==> src/rtl/rlbp_rx_pkg.sv <==
// Shared types and defaults for the RLBP code receiver.
package rlbp_rx_pkg;

  typedef enum logic [1:0] {
    IDLE      = 2'd0,
    SHIFT     = 2'd1,
    WAIT_DONE = 2'd2
  } rx_state_e;

  localparam int DEF_CODE_W     = 8;
  localparam int DEF_FIFO_DEPTH = 4;
  localparam int DEF_CNT_W      = 16;

  // Code bit index that the idx-th received bit (0-based) lands in.
  function automatic int bit_pos(input int code_w, input bit msb_first, input int idx);
    return msb_first ? (code_w - 1 - idx) : idx;
  endfunction

endpackage

==> src/rtl/rlbp_rx_fifo.sv <==
// Synchronous FIFO with registered storage and a first-word-fall-through head.
module rlbp_rx_fifo #(
  parameter int W     = 8,
  parameter int DEPTH = 4,
  parameter int LW    = $clog2(DEPTH) + 1
) (
  input  logic          clk,
  input  logic          rst,
  input  logic          push,
  input  logic [W-1:0]  push_data,
  input  logic          pop,
  output logic [W-1:0]  pop_data,
  output logic          full,
  output logic          empty,
  output logic [LW-1:0] level
);

  localparam int AW = $clog2(DEPTH);

  logic [W-1:0]  mem [DEPTH];
  logic [AW-1:0] rd_ptr_q, wr_ptr_q;
  logic [LW-1:0] level_q;
  logic          do_push, do_pop;

  assign empty    = (level_q == '0);
  assign full     = (level_q == LW'(DEPTH));
  assign level    = level_q;
  assign pop_data = mem[rd_ptr_q];

  // A pop from a full FIFO frees the slot the simultaneous push writes into.
  assign do_pop  = pop && !empty;
  assign do_push = push && (!full || do_pop);

  always_ff @(posedge clk) begin
    if (rst) begin
      rd_ptr_q <= '0;
      wr_ptr_q <= '0;
      level_q  <= '0;
      for (int i = 0; i < DEPTH; i++) mem[i] <= '0;
    end else begin
      if (do_push) begin
        mem[wr_ptr_q] <= push_data;
        wr_ptr_q      <= wr_ptr_q + AW'(1);
      end
      if (do_pop) rd_ptr_q <= rd_ptr_q + AW'(1);
      case ({do_push, do_pop})
        2'b10:   level_q <= level_q + LW'(1);
        2'b01:   level_q <= level_q - LW'(1);
        default: level_q <= level_q;
      endcase
    end
  end

endmodule

==> src/rtl/rlbp_code_rx.sv <==
// Deserialises RLBP comparator bit streams into codes, queues them, and tracks framing health.
module rlbp_code_rx
  import rlbp_rx_pkg::*;
#(
  parameter int CODE_W     = DEF_CODE_W,
  parameter int FIFO_DEPTH = DEF_FIFO_DEPTH,
  parameter int CNT_W      = DEF_CNT_W,
  parameter bit MSB_FIRST  = 1'b1
) (
  input  logic                          wb_clk_i,
  input  logic                          wb_rst_i,
  input  logic                          start_i,
  input  logic                          bit_vld_i,
  input  logic                          bit_i,
  input  logic                          done_i,
  output logic [CODE_W-1:0]             code_o,
  output logic                          code_vld_o,
  input  logic                          code_rdy_i,
  output logic [$clog2(FIFO_DEPTH):0]   level_o,
  output logic                          busy_o,
  output logic                          ovf_o,
  output logic                          frm_err_o,
  input  logic                          clr_i,
  output logic [CNT_W-1:0]              frame_cnt_o
);

  localparam int CW = $clog2(CODE_W + 1);

  // Handshake: code_o/code_vld_o hold steady until taken; a transfer happens on
  // any rising edge where code_vld_o && code_rdy_i, and code_rdy_i while empty is a no-op.

  rx_state_e         state_q, state_d;
  logic [CW-1:0]     cnt_q, cnt_d;
  logic [CODE_W-1:0] sreg_q, sreg_d, sreg_nxt;
  logic              push, err_set, frame_inc;
  logic              pop, fifo_full, fifo_empty, ovf_set;
  logic              ovf_q, frm_err_q;
  logic [CNT_W-1:0]  frame_cnt_q;

  always_ff @(posedge wb_clk_i) begin
    if (wb_rst_i) begin
      state_q     <= IDLE;
      cnt_q       <= '0;
      sreg_q      <= '0;
      ovf_q       <= 1'b0;
      frm_err_q   <= 1'b0;
      frame_cnt_q <= '0;
    end else begin
      state_q <= state_d;
      cnt_q   <= cnt_d;
      sreg_q  <= sreg_d;
      // Set events beat a simultaneous clear.
      if (ovf_set)    ovf_q <= 1'b1;
      else if (clr_i) ovf_q <= 1'b0;
      if (err_set)    frm_err_q <= 1'b1;
      else if (clr_i) frm_err_q <= 1'b0;
      if (frame_inc) frame_cnt_q <= frame_cnt_q + CNT_W'(1);
    end
  end

  // Shift register image with the current bit dropped into its slot.
  always_comb begin
    sreg_nxt = sreg_q;
    for (int i = 0; i < CODE_W; i++) begin
      if (i == bit_pos(CODE_W, MSB_FIRST, int'(cnt_q))) sreg_nxt[i] = bit_i;
    end
  end

  always_comb begin
    state_d   = state_q;
    cnt_d     = cnt_q;
    sreg_d    = sreg_q;
    push      = 1'b0;
    err_set   = 1'b0;
    frame_inc = 1'b0;
    case (state_q)
      IDLE: begin
        if (start_i) begin
          state_d = SHIFT;
          cnt_d   = '0;
          sreg_d  = '0;
        end
      end
      SHIFT: begin
        if (start_i) begin
          err_set = 1'b1;
          cnt_d   = '0;
          sreg_d  = '0;
        end else if (bit_vld_i) begin
          sreg_d = sreg_nxt;
          cnt_d  = cnt_q + CW'(1);
          if (cnt_q == CW'(CODE_W - 1)) begin
            push = 1'b1;
            if (done_i) begin
              frame_inc = 1'b1;
              state_d   = IDLE;
            end else begin
              state_d = WAIT_DONE;
            end
          end else if (done_i) begin
            err_set = 1'b1;
            state_d = IDLE;
          end
        end else if (done_i) begin
          err_set = 1'b1;
          state_d = IDLE;
        end
      end
      WAIT_DONE: begin
        if (start_i) begin
          err_set = 1'b1;
          state_d = SHIFT;
          cnt_d   = '0;
          sreg_d  = '0;
        end else begin
          if (bit_vld_i) err_set = 1'b1;
          if (done_i) begin
            frame_inc = 1'b1;
            state_d   = IDLE;
          end
        end
      end
      default: state_d = IDLE;
    endcase
  end

  always_comb begin
    busy_o      = (state_q != IDLE);
    ovf_o       = ovf_q;
    frm_err_o   = frm_err_q;
    frame_cnt_o = frame_cnt_q;
    code_vld_o  = !fifo_empty;
  end

  assign pop     = code_vld_o && code_rdy_i;
  assign ovf_set = push && fifo_full && !pop;

  rlbp_rx_fifo #(
    .W     (CODE_W),
    .DEPTH (FIFO_DEPTH)
  ) u_fifo (
    .clk       (wb_clk_i),
    .rst       (wb_rst_i),
    .push      (push),
    .push_data (sreg_nxt),
    .pop       (pop),
    .pop_data  (code_o),
    .full      (fifo_full),
    .empty     (fifo_empty),
    .level     (level_o)
  );

endmodule
==> config.mk <==
export PLATFORM = sky130hd
export DESIGN_NAME = rlbp_code_rx
export DESIGN_NICKNAME = d
export VERILOG_FILES = /design/src/rtl/rlbp_rx_pkg.sv /design/src/rtl/rlbp_rx_fifo.sv /design/src/rtl/rlbp_code_rx.sv
export SDC_FILE = /design/constraint.sdc
export NUM_CORES = 1
export LEC_CHECK = 0
export CORE_UTILIZATION = 45
export CTS_CLUSTER_DIAMETER = 50
export CTS_CLUSTER_SIZE = 25
export DETAILED_ROUTE_END_ITERATION = 12
export GPL_ROUTABILITY_DRIVEN = 0
export MAX_ROUTING_LAYER = met4
export PLACE_DENSITY = 0.66
export SYNTH_ARGS = -nofsm -noshare
export SYNTH_HDL_FRONTEND = slang
export SYNTH_HIERARCHICAL = 1
export SYNTH_SLANG_ARGS = --single-unit
==> constraint.sdc <==
create_clock -name wb_clk_i -period 4.9 [get_ports wb_clk_i]
set_clock_uncertainty 0.05 [all_clocks]
set_input_delay 0.98 -clock wb_clk_i [delete_from_list [all_inputs] [get_ports wb_clk_i]]
set_output_delay 0.98 -clock wb_clk_i [all_outputs]
set_load 0.03 [all_outputs]
# Yosys cells after proc, flatten, opt, wreduce, memory -nomap -nowiden
# Memory sizes are Yosys's and may differ from the RTL's. A register that Yosys moved wholly into a read port is not among the register bits.
# Cells that the tools add are included.
# word_totals
ff_bits,39
mem_bits_rw,32
in_bits,8
output_inout_bits,31
memories,1
# memory_table
name,depth,word_bits,read_ports,rd_clocked_by_memory_dff,wr,line,rtl
u_fifo.mem,4,8,1,1,4,rlbp_rx_fifo.sv:20,logic [W-1:0] mem [DEPTH];
# classes
addsub,7
eq_ne,17
muxes,54
n_reduce_logical,21
# ops
cell,n
logical NOT 32 bit,1
two-way mux 8 bit,4
two-way mux 1 bit,31
== test 4 x 5 -> 1 bit (first input constant),4
two-way mux 2 bit,10
adder 16 x 1 -> 16 bit (second input constant),1
one-hot mux 8 bit (2 select lines),1
two-way mux 4 bit,3
== test 3 x 5 -> 1 bit (first input constant),2
nonzero test 2 bit,5
one-hot mux 4 bit (2 select lines),1
OR reduction 8 bit,1
one-hot mux 2 bit (3 select lines),1
one-hot mux 3 bit (2 select lines),1
== test 2 x 5 -> 1 bit (first input constant),1
logical AND 1 bit,5
subtractor 3 x 4 -> 5 bit (first input constant),1
adder 2 x 1 -> 2 bit (second input constant),2
adder 4 x 1 -> 4 bit (second input constant),1
== test 2 x 1 -> 1 bit (second input constant),2
== test 2 bit (second input constant),2
== test 4 x 3 -> 1 bit (second input constant),1
!= test 2 bit (second input constant),2
one-hot mux 1 bit (2 select lines),2
12 further kinds,14

# Logic depth before layout (Yosys ltp)
# depth
ltp_word,11
ltp_mapped,10
ltp_nobuf,10

# Hierarchy
# Netlist, hierarchy kept.
# by_module_without_submodules
mod,instances,cells_per_inst,area_each_um2
rlbp_rx_fifo,1,144,1955.6
rlbp_code_rx,1,219,1838.0

# Least setup slack after synthesis
# OpenSTA, ideal clock, no wires.
# synth_timing
path_type,in2reg
startpoint,in start_i
endpoint,mem u_fifo.mem[1][0] (enable)
setup_time_ns,0.375
arrival_time_ns,2.300
required_ns,4.475
path_slack_ns,2.176
cell_stages,5
path_buffers,2
cell_sequence,buf_6 -> nor3_1 -> buf_2 -> nand3_1 -> o21bai_1
# synth_lines
element,line,rtl
start: declaration,rlbp_code_rx.sv:12,"input logic start_i,"
end: declaration,rlbp_rx_fifo.sv:20,

# Final worst setup path
# layout_timing
startpoint,in code_rdy_i
endpoint,reg u_fifo.level_q[1] (netlist: u_fifo/level[1])
# layout_via
elab_chain_cells,6
elab_cells_between_ends,8
# layout_lines
element,line,rtl
start: declaration,rlbp_code_rx.sv:18,"input logic code_rdy_i,"
logical AND 1 bit *,rlbp_code_rx.sv:135,assign pop = code_vld_o && code_rdy_i;
via pop,rlbp_code_rx.sv:36,"logic pop, fifo_full, fifo_empty, ovf_set;"
logical AND 1 bit *,rlbp_rx_fifo.sv:31,assign do_pop = pop && !empty;
logical OR 1 bit,rlbp_rx_fifo.sv:32,assign do_push = push && (!full || do_pop);
logical AND 1 bit,rlbp_rx_fifo.sv:32,
== test 2 x 1 -> 1 bit or == test 2 bit (tied branches),rlbp_rx_fifo.sv:46,"case ({do_push, do_pop})"
one-hot mux 3 bit (2 select lines) or nonzero test 2 bit (tied branches),-,
end signal: assignment,rlbp_rx_fifo.sv:47,2'b10: level_q <= level_q + LW'(1);
end signal: assignment,rlbp_rx_fifo.sv:48,2'b01: level_q <= level_q - LW'(1);
end signal: assignment,rlbp_rx_fifo.sv:49,default: level_q <= level_q;
end: declaration,rlbp_rx_fifo.sv:22,logic [LW-1:0] level_q;
# Mark *: on every way through the listed nets, which the timed path passes. The rest lies on a longest branch.
# A chain may end at the register's enable or synchronous reset.

==> results.yml <==
cts:
  clkTransAtPathRegs_ns: 0.08
  post-cts-setup-buffers: 0
  htreeDepth: 3
  post_cts_resize_count: 0
  postCtsHoldBufs: 0
  root_buffer: "clkbuf_8"
  clkLatencyLatePin_ns: 0.34
  cts_buffer_depth: 2
  cts_made_buffers: 9
  cts.sink_count: 73
  cts_tree: "done"
sta:
  hold_viol: 0
  rsz0062_at_grt: "no"
  clock.fmax_ghz: 0.302
  slew_headroom_pct: 24.5
  min_period_ns: 3.31
  slew_violations: 0
  setup-violations-final: 0
  totalNegativeSetupSlack_ns: 0
  tightest_slew_ns: 1.13
  timing.final.crit_share_pct: 67.6
yosys:
  syn_area_per_cell_um2: 10.5
  synth_area_um2: 3790
  syn-instance-count: 363
  synth_flop_cell: "dfxtp_1"
  synth_edf_count: 32
  syn_nets: 381
  ys.warnings.count: 6
  synth_cell_type_count: 59
  synth_seq_cells: 73
  yosysSeqAreaShare_pct: 47.0
  async_flop_share_pct: 0
global_routing:
  antenna_found_initial: 0
  grt.total_usage_pct: 18.9
  grt_pass1_wl_um: 12600
  grt_max_degree: 35
  grt_pass1_vias: 2542
  grt.overflow.total: 0
drt:
  drt_first_pass_iters: 6
  drt_iter0_drc: 96
  drcViolationCount: 0
  wl_um: 7630
  ant_nets: 0
  vias_per_cell: 5.60
  via_count: 2800
  wire_per_inst_um: 15.3
power:
  p_leak_uw: 0.00154
  power_density_nw_per_um2: 291
  peakVddDrop_mv: 0.157
  p_total_uw: 1290
placed_design:
  io_buffers: 38
  place_hpwl_um: 5200
run_status:
  status: "completed"
finish:
  nNetsFinal: 408
  diodes: 0
  areaGrowthSynthToFinish_pct: 16.8
  drive_gt1_share_pct: 10.4
  mostFrequentLayoutCells: "dfxtp_1, clkdlybuf4s50_1, and2_1, edfxtp_1, a21oi_1"
  final_common_cell: "dfxtp_1"
die:
  num_io_pins: 39
  dieWidth_um: 93.8
  core_area_um2: 8180
  die_y_um: 93.8
  rows: 33
  initial_core_util_pct: 46.4
  fp.dieArea_um2: 8800
worst_setup_path:
  critPathLaunchType: "input pin"
  critPathRequiredTime_ns: 5.10
  setup.worst_path.class: "in -> reg"
  worstPathArrival_ns: 3.51
  path_max_fanout: 12
  reg2reg_slack_ns: 2.00
  cp-end-kind: "register"
hold_path:
  hp-class: "reg -> reg"
run:
  max_cap_violations: 0
## cell families after synthesis
group | after synthesis | share of synthesized area (%)
compound gates | 78 | 12.8
xor+xnor | 5 | 1.15
fa+ha+maj | 10 | 3.50
buf+inv | 38 | 4.85
flops | 73 | 47.0
mux | 18 | 7.65
simple gates | 141 | 23.1
## power breakdown
| group | switching (µW) | internal, µW | leakage [µW] | total, µW |
|---|---|---|---|---|
| Sequential | 5.55 | 645 | 0.000654 | 651 |
| Clock | 219 | 349 | 0.000118 | 568 |
| Combinational | 42.3 | 27.4 | 0.000765 | 69.8 |
## layer usage
layer  part of all wire [%]  GRT usage, %  vias up
li1                       -             -     1402
met1                     48          25.4     1343
met2                     48          28.9       47
met3                    2.4          2.91        8
met4                    1.0          7.31        0
met5                      0             -        -
## flip-flops by register name (all words and copies together) (netlist names), named ones only
register         cells
cnt_q                4
frame_cnt_o         16
frm_err_o            1
ovf_o                1
sreg_q               8
state_q              2
u_fifo/level         3
u_fifo/mem          32
u_fifo/rd_ptr_q      2
u_fifo/wr_ptr_q      2
## synthesized netlist by cell type (8+ instances only)
| cell type | number | area, µm² |
|---|---|---|
| a21oi_1 | 30 | 150 |
| and2_1 | 33 | 206 |
| buf_2 | 8 | 40.0 |
| clkbuf_1 | 10 | 37.5 |
| dfxtp_1 | 41 | 821 |
| edfxtp_1 | 32 | 961 |
| ha_1 | 9 | 113 |
| inv_1 | 13 | 48.8 |
| mux2_2 | 8 | 90.1 |
| mux4_2 | 8 | 180 |
| nand2_1 | 14 | 52.6 |
| nand3_1 | 12 | 60.1 |
| nor2_1 | 19 | 71.3 |
| o21ai_0 | 15 | 75.1 |
| o31ai_1 | 13 | 97.6 |
| or4_1 | 11 | 82.6 |
## worst paths after layout
check | start | endpoint | depth (start not counted)
min reg2reg | sreg_q[3] | sreg_q[3] | 2
max | code_rdy_i | u_fifo/level[1] | 8
min | sreg_q[3] | sreg_q[3] | 2
max reg2reg | u_fifo/level[0] | u_fifo/level[1] | 8
## through the flow
| step | utilization (%) | hold WS (ns) | cells | worst slack [ns] | cell area (µm²) |
|---|---|---|---|---|---|
| floorplan | - | 0.400 | 363 | 2.18 | 3790 |
| global placement | 51.2 | 0.406 | 484 | 1.33 | 4190 |
| detailed placement | 51.2 | 0.419 | 484 | 1.25 | 4190 |
| CTS | 54.2 | 0.431 | 500 | 1.62 | 4430 |
| global route | 54.2 | 0.449 | 500 | 1.41 | 4430 |
| finish | 54.2 | 0.428 | 500 | 1.59 | 4430 |
## layout make-up
type	instances	area [µm²]
repair buffers	40	395
clock buffers	10	138
well taps	105	131
flip-flops and latches	73	1780
fillers	736	3740
multi-input cells	252	1830
clock inverters	6	105
inverters	14	52.6
## critical path: stages
cell and delay (ns):
clkdlybuf4s50_1 0.45, nor2b_1 0.68, o31ai_1 0.21, nand2b_1 0.22
fa_1 0.47, inv_1 0.07, o2111ai_1 0.11, a221oi_1 0.31
(Power assumes the default switching activity.)
